### config.mk
export PLATFORM = sky130hd
export DESIGN_NAME = imm_extend
export DESIGN_NICKNAME = d
export VERILOG_FILES = /design/src/rtl/imm_extend.sv
export SDC_FILE = /design/constraint.sdc
export NUM_CORES = 1
export LEC_CHECK = 0
export CORE_MARGIN = 2
export CORE_UTILIZATION = 54
export CTS_BUF_LIST = sky130_fd_sc_hd__clkbuf_8 sky130_fd_sc_hd__clkbuf_16
export CTS_CLUSTER_DIAMETER = 200
export DETAILED_ROUTE_END_ITERATION = 6
export DONT_BUFFER_PORTS = 1
export PLACE_DENSITY = 0.72
export SLEW_MARGIN = 20
export SYNTH_ARGS = -nofsm -noshare
export SYNTH_HDL_FRONTEND = slang
export SYNTH_SLANG_ARGS = --single-unit
### constraint.sdc
create_clock -name clk -period 0.8 [get_ports clk]
set_input_delay 0.16 -clock clk [delete_from_list [all_inputs] [get_ports clk]]
set_output_delay 0.16 -clock clk [all_outputs]
set_load 0.02 [all_outputs]
### src/rtl/imm_extend.sv
// Registered RV32I immediate generator for the decode/execute boundary.
// It builds the I/S/B/J sign-extended immediate and registers it with stall and flush control.
module imm_extend (
   input  logic        clk,
   input  logic        rst_n,
   input  logic [24:0] instr,     // instruction bits [31:7]
   input  logic [1:0]  immsrc,
   input  logic        valid_in,
   input  logic        en,
   input  logic        flush,
   output logic [31:0] immext,
   output logic        valid_out
);

   typedef enum logic [1:0] {
      IMM_I = 2'b00,
      IMM_S = 2'b01,
      IMM_B = 2'b10,
      IMM_J = 2'b11
   } imm_fmt_t;

   // Field aliases in full-instruction numbering: port bit k is instruction bit k+7.
   logic        i31;
   logic [11:0] i_31_20;
   logic [6:0]  i_31_25;
   logic [5:0]  i_30_25;
   logic [9:0]  i_30_21;
   logic        i20;
   logic [7:0]  i_19_12;
   logic [4:0]  i_11_7;
   logic [3:0]  i_11_8;
   logic        i7;

   assign i31     = instr[24];
   assign i_31_20 = instr[24:13];
   assign i_31_25 = instr[24:18];
   assign i_30_25 = instr[23:18];
   assign i_30_21 = instr[23:14];
   assign i20     = instr[13];
   assign i_19_12 = instr[12:5];
   assign i_11_7  = instr[4:0];
   assign i_11_8  = instr[4:1];
   assign i7      = instr[0];

   logic [31:0] imm_comb;

   always_comb begin
      // NOTE: default assigned first so no path through the case can infer a latch.
      imm_comb = '0;
      unique case (imm_fmt_t'(immsrc))
         IMM_I: imm_comb = {{20{i31}}, i_31_20};
         IMM_S: imm_comb = {{20{i31}}, i_31_25, i_11_7};
         IMM_B: imm_comb = {{19{i31}}, i31, i7, i_30_25, i_11_8, 1'b0};
         IMM_J: imm_comb = {{11{i31}}, i31, i_19_12, i20, i_30_21, 1'b0};
      endcase
   end

   // Flush beats enable; with neither asserted the stage holds.
   always_ff @(posedge clk or negedge rst_n) begin
      // NOTE: non-blocking assignments keep every register sampling pre-edge values.
      if (!rst_n) begin
         immext    <= '0;
         valid_out <= 1'b0;
      end else if (flush) begin
         immext    <= '0;
         valid_out <= 1'b0;
      end else if (en) begin
         immext    <= imm_comb;
         valid_out <= valid_in;
      end
   end

endmodule

======== Word-level counts from Yosys, hierarchy flattened ========
Cells that the tools add are included.
word-level totals
  bits in registers ....................... 33
  bits in latches ......................... 0
  memory bits (writable) .................. 0
  memory bits (read-only) ................. 0
  logic and storage cells ................. 12
  memories kept ........................... 0
operators by class
  $add $sub $neg .......................... 0
  $mul .................................... 0
  divide/modulo/power cells ............... 0
  magnitude comparators ................... 0
  equal/unequal tests ..................... 3
  shift-type cells ........................ 0
  multiplexer cells ....................... 5
  bitwise gates (word level) .............. 0
  reduce and logical (&&, ||, !) cells .... 2
operators by type and width
  kind                  number
  $pmux W32 S4          1
  $mux W32              2
  $eq A2 B2 Y1 const B  2
  $eq A2 B1 Y1 const B  1
  $logic_not A2 Y1      1
  $mux W1               2
  $reduce_bool A2 Y1    1

======== Longest topological paths before layout ========
  depth in word-level cells ............... 4
  depth in mapped cells ................... 4
  gate-level depth less buffers ........... 3

======== Worst setup path before layout ========
Ideal clock, no wire load.
  path type ............................... input to register
  from .................................... in en
  to ...................................... reg immext[30]
  library setup time ...................... 0.132 ns
  arrival time ............................ 0.864 ns
  path slack .............................. -0.196 ns
  cell stages on the path ................. 4
  path through ............................ clkbuf_1 -> buf_2 -> mux2i_1 -> nor2_1
between the ends
  longest elaborated chain between the ends .. 1
ends and longest elaborated chain
  item                          line  source
  from (decl)                   9     input logic en,
  $reduce_bool A2 Y1 (no line)  --
  to (signal assigned)          68    immext <= imm_comb;
  to (decl)                     11    output logic [31:0] immext,
No other way between the ends.
A chain may end at the register's enable or synchronous reset.

======== Worst setup path after layout ========
  from .................................... reg immext[30]
  to ...................................... out immext[30]
No word-level cell between the ends.

==> impl_metrics.py <==
metrics = {
    "run_status": {
        "status": "finished with violations",
        "failed_checks": "hold timing, setup timing",
    },
    "synthesis": {
        "netlist_area_um2": 1090,
        "synth_nets": 137,
        "ys_types": 17,
        "yosys_warnings": 0,
        "syn_area_per_cell_um2": 10.4,
        "yosysSeqAreaShare": 0.506,
        "syn_inst": 105,
        "ys_seq_elements": 22,
    },
    "critical_path": {
        "r2r-start": "immext[0]",
        "critPathMaxFanout": 6,
        "cp-end-kind": "output pin",
        "max_stage_delay_ns": 0.45,
        "criticalPathCategory": "reg -> out",
        "arrival_ns": 0.89,
        "reg2reg_depth": 4,
        "worst_setup_path_start_kind": "flip-flop",
        "r2r-end": "immext[0]",
        "regToRegSetupSlack_ns": -0.06,
        "critPathRequiredTime_ns": 0.64,
        "critical-path-top-delay-family": "flip-flops",
        "cp_slowest_cell": "dfrtp_2",
        "critical_path_buf_inv_count": 1,
        "crit_chain": "buf_12",
    },
    "grt": {
        "grt_usage": 0.235,
        "grt_pass1_vias": 889,
        "antenna_found_initial": 0,
        "overflow": 0,
        "grt_max_degree": 36,
        "grt_pass1_wl_mm": 4.31,
    },
    "sta": {
        "slew_violations": 0,
        "tightest_slew_ns": 0.347,
        "finalCritPeriodShare": 1.32,
        "relSlewSlack": 0.768,
        "holdWs_ns": -0.0414,
        "fin_crit_ns": 1.05,
        "rsz0062_at_grt": "true",
        "layout_setup_ws_ns": -0.254,
        "max_freq_ghz": 0.948,
        "hold_violations": 22,
        "skew_ns": 0,
        "setup_viol": 36,
    },
    "clock_network": {
        "cts_tree": "yes",
        "cts_buffer_depth": 2,
        "cts_sinks": 22,
        "htreeDepth": 1,
        "cts_root_buf": "clkbuf_8",
        "numCtsBuffers": 3,
        "clock_latency_ns": 0.25,
        "clkTransAtPathRegs_ns": 0.08,
    },
    "placement": {
        "place_ws_ns": -0.144,
        "routabilityCongestion": 0.677,
        "post-dp-hpwl_mm": 1.59,
        "place_inst": 136,
        "portBuffers": 0,
    },
    "power_and_ir_drop": {
        "leakagePower_nw": 0.720,
        "worst_ir_drop_vdd_uv": 1370,
        "power_density_nw_per_um2": 1700,
    },
    "die": {
        "pin_count": 65,
        "dieArea_um2": 2390,
        "start_util": 0.566,
        "core_area_um2": 1920,
        "die_y_um": 48.9,
        "fp.dieW_um": 48.9,
        "placementRows": 16,
    },
    "routing": {
        "vias_per_cell": 5.75,
        "dr.first_iter.drc_count": 7,
        "drc": 0,
        "wl_mm": 2.78,
        "wl_per_cell_um": 18.4,
        "postRouteAntennaNets": 0,
        "vias": 869,
        "firstDrtPassIters": 4,
    },
    "final_layout": {
        "drive_gt1_frac": 0.468,
        "fin_cells": 151,
        "layout_common_cells": "buf_6 (25), dfrtp_1 (20), nor2_1 (15)",
        "antenna_cells": 0,
        "fin_nets": 157,
        "layout_commonest_cell": "buf_6",
        "area_growth_syn_to_layout_pct": 44.4,
        "nFillCells": 112,
    },
    "min_path": {
        "hold_class": "in -> reg",
        "hold_depth": 1,
        "hold_path_end": "immext[19]",
        "min_from": "flush",
    },
    "run": {
        "drv_cap": 0,
    },
}
-- synth_stat cells, drive strengths merged --
library cell	instances	share of area
a211oi	12	0.083
a21boi	1	0.0069
a21o	1	0.0069
a21oi	1	0.0046
a31oi	8	0.046
buf	13	0.085
clkbuf	6	0.021
dfrtp	22	0.51
inv	1	0.0034
mux2i	14	0.13
nand2	1	0.0034
nand2b	1	0.0058
nor2	21	0.072
o21ai	1	0.0046
o31a	1	0.0080
xor2	1	0.015
-- report_power, final --
part | switching [mW] | leakage (nW) | internal [mW]
Combinational | 0.317 | 0.405 | 0.335
Sequential | 0.0608 | 0.286 | 1.18
Clock | 0.337 | 0.0288 | 0.438
Total | 0.715 | 0.720 | 1.96
-- worst max-delay path by stage --
stage / cells past startpoint / start / endpoint / slack [ns]
final: 1 / immext[30] / immext[30] / -0.25
after global routing: 1 / immext[30] / immext[20] / -0.28
after CTS: 1 / immext[30] / immext[30] / -0.26
after detailed placement: 3 / instr[24] / immext[19] / -0.14
after global placement: 3 / instr[24] / immext[15] / -0.07
after floorplan: 1 / immext[30] / immext[21] / -0.04
-- what timing repair did --
item / CTS / global route
pin swaps: 2 / 7
endpoints found under the setup margin: 33 / 42
endpoints found under the hold margin: 44 / 44
resized for setup: 25 / 23
setup buffers: 6 / 6
-- logic make-up (layout without fill, tap and decap cells) --
family / count (synthesis) / after routing / share of synthesized area
multiplexers: 14 / 14 / 0.129
AND/OR/NAND/NOR: 23 / 23 / 0.0816
flip-flops: 22 / 22 / 0.506
XOR/XNOR: 1 / 1 / 0.0149
AO/OA/AOI/OAI: 25 / 25 / 0.160
buffers and inverters: 20 / 39 / 0.109
-- cell type report --
cell class / instances / area (um2) / share of cell area
Inverter: 1 / 3.75 / 0.00239
Timing Repair Buffer: 34 / 389 / 0.248
Tap cell: 27 / 33.8 / 0.0215
Multi-Input combinational cell: 63 / 537 / 0.342
Clock buffer: 4 / 55.1 / 0.0350
Sequential cell: 22 / 553 / 0.352
-- flip-flops by register name, summed over array words and instances, names as in the netlist --
register   count
valid_out      1
immext        21
-- routing by layer --
layer  vias up  part of all wire  GRT usage
met4         0            0.0047     0.0619
met3         2             0.059     0.0613
met1       438              0.39      0.279
met5         -                 0          0
met2        34              0.54      0.420
li1        395                 -          -
-- per-stage QoR --
stage,cell area [um2],TNS (ns),power [mW],utilization
2_1_floorplan,1130,-0.404,1.65,-
3_3_place_gp,1220,-0.482,1.69,0.636
3_5_place_dp,1220,-0.916,1.71,0.636
4_1_cts,1420,-6.33,2.57,0.738
5_1_grt,1570,-7.44,2.80,0.818
6_report,1570,-6.30,2.67,0.818
Power figures use the tool's default switching activity.
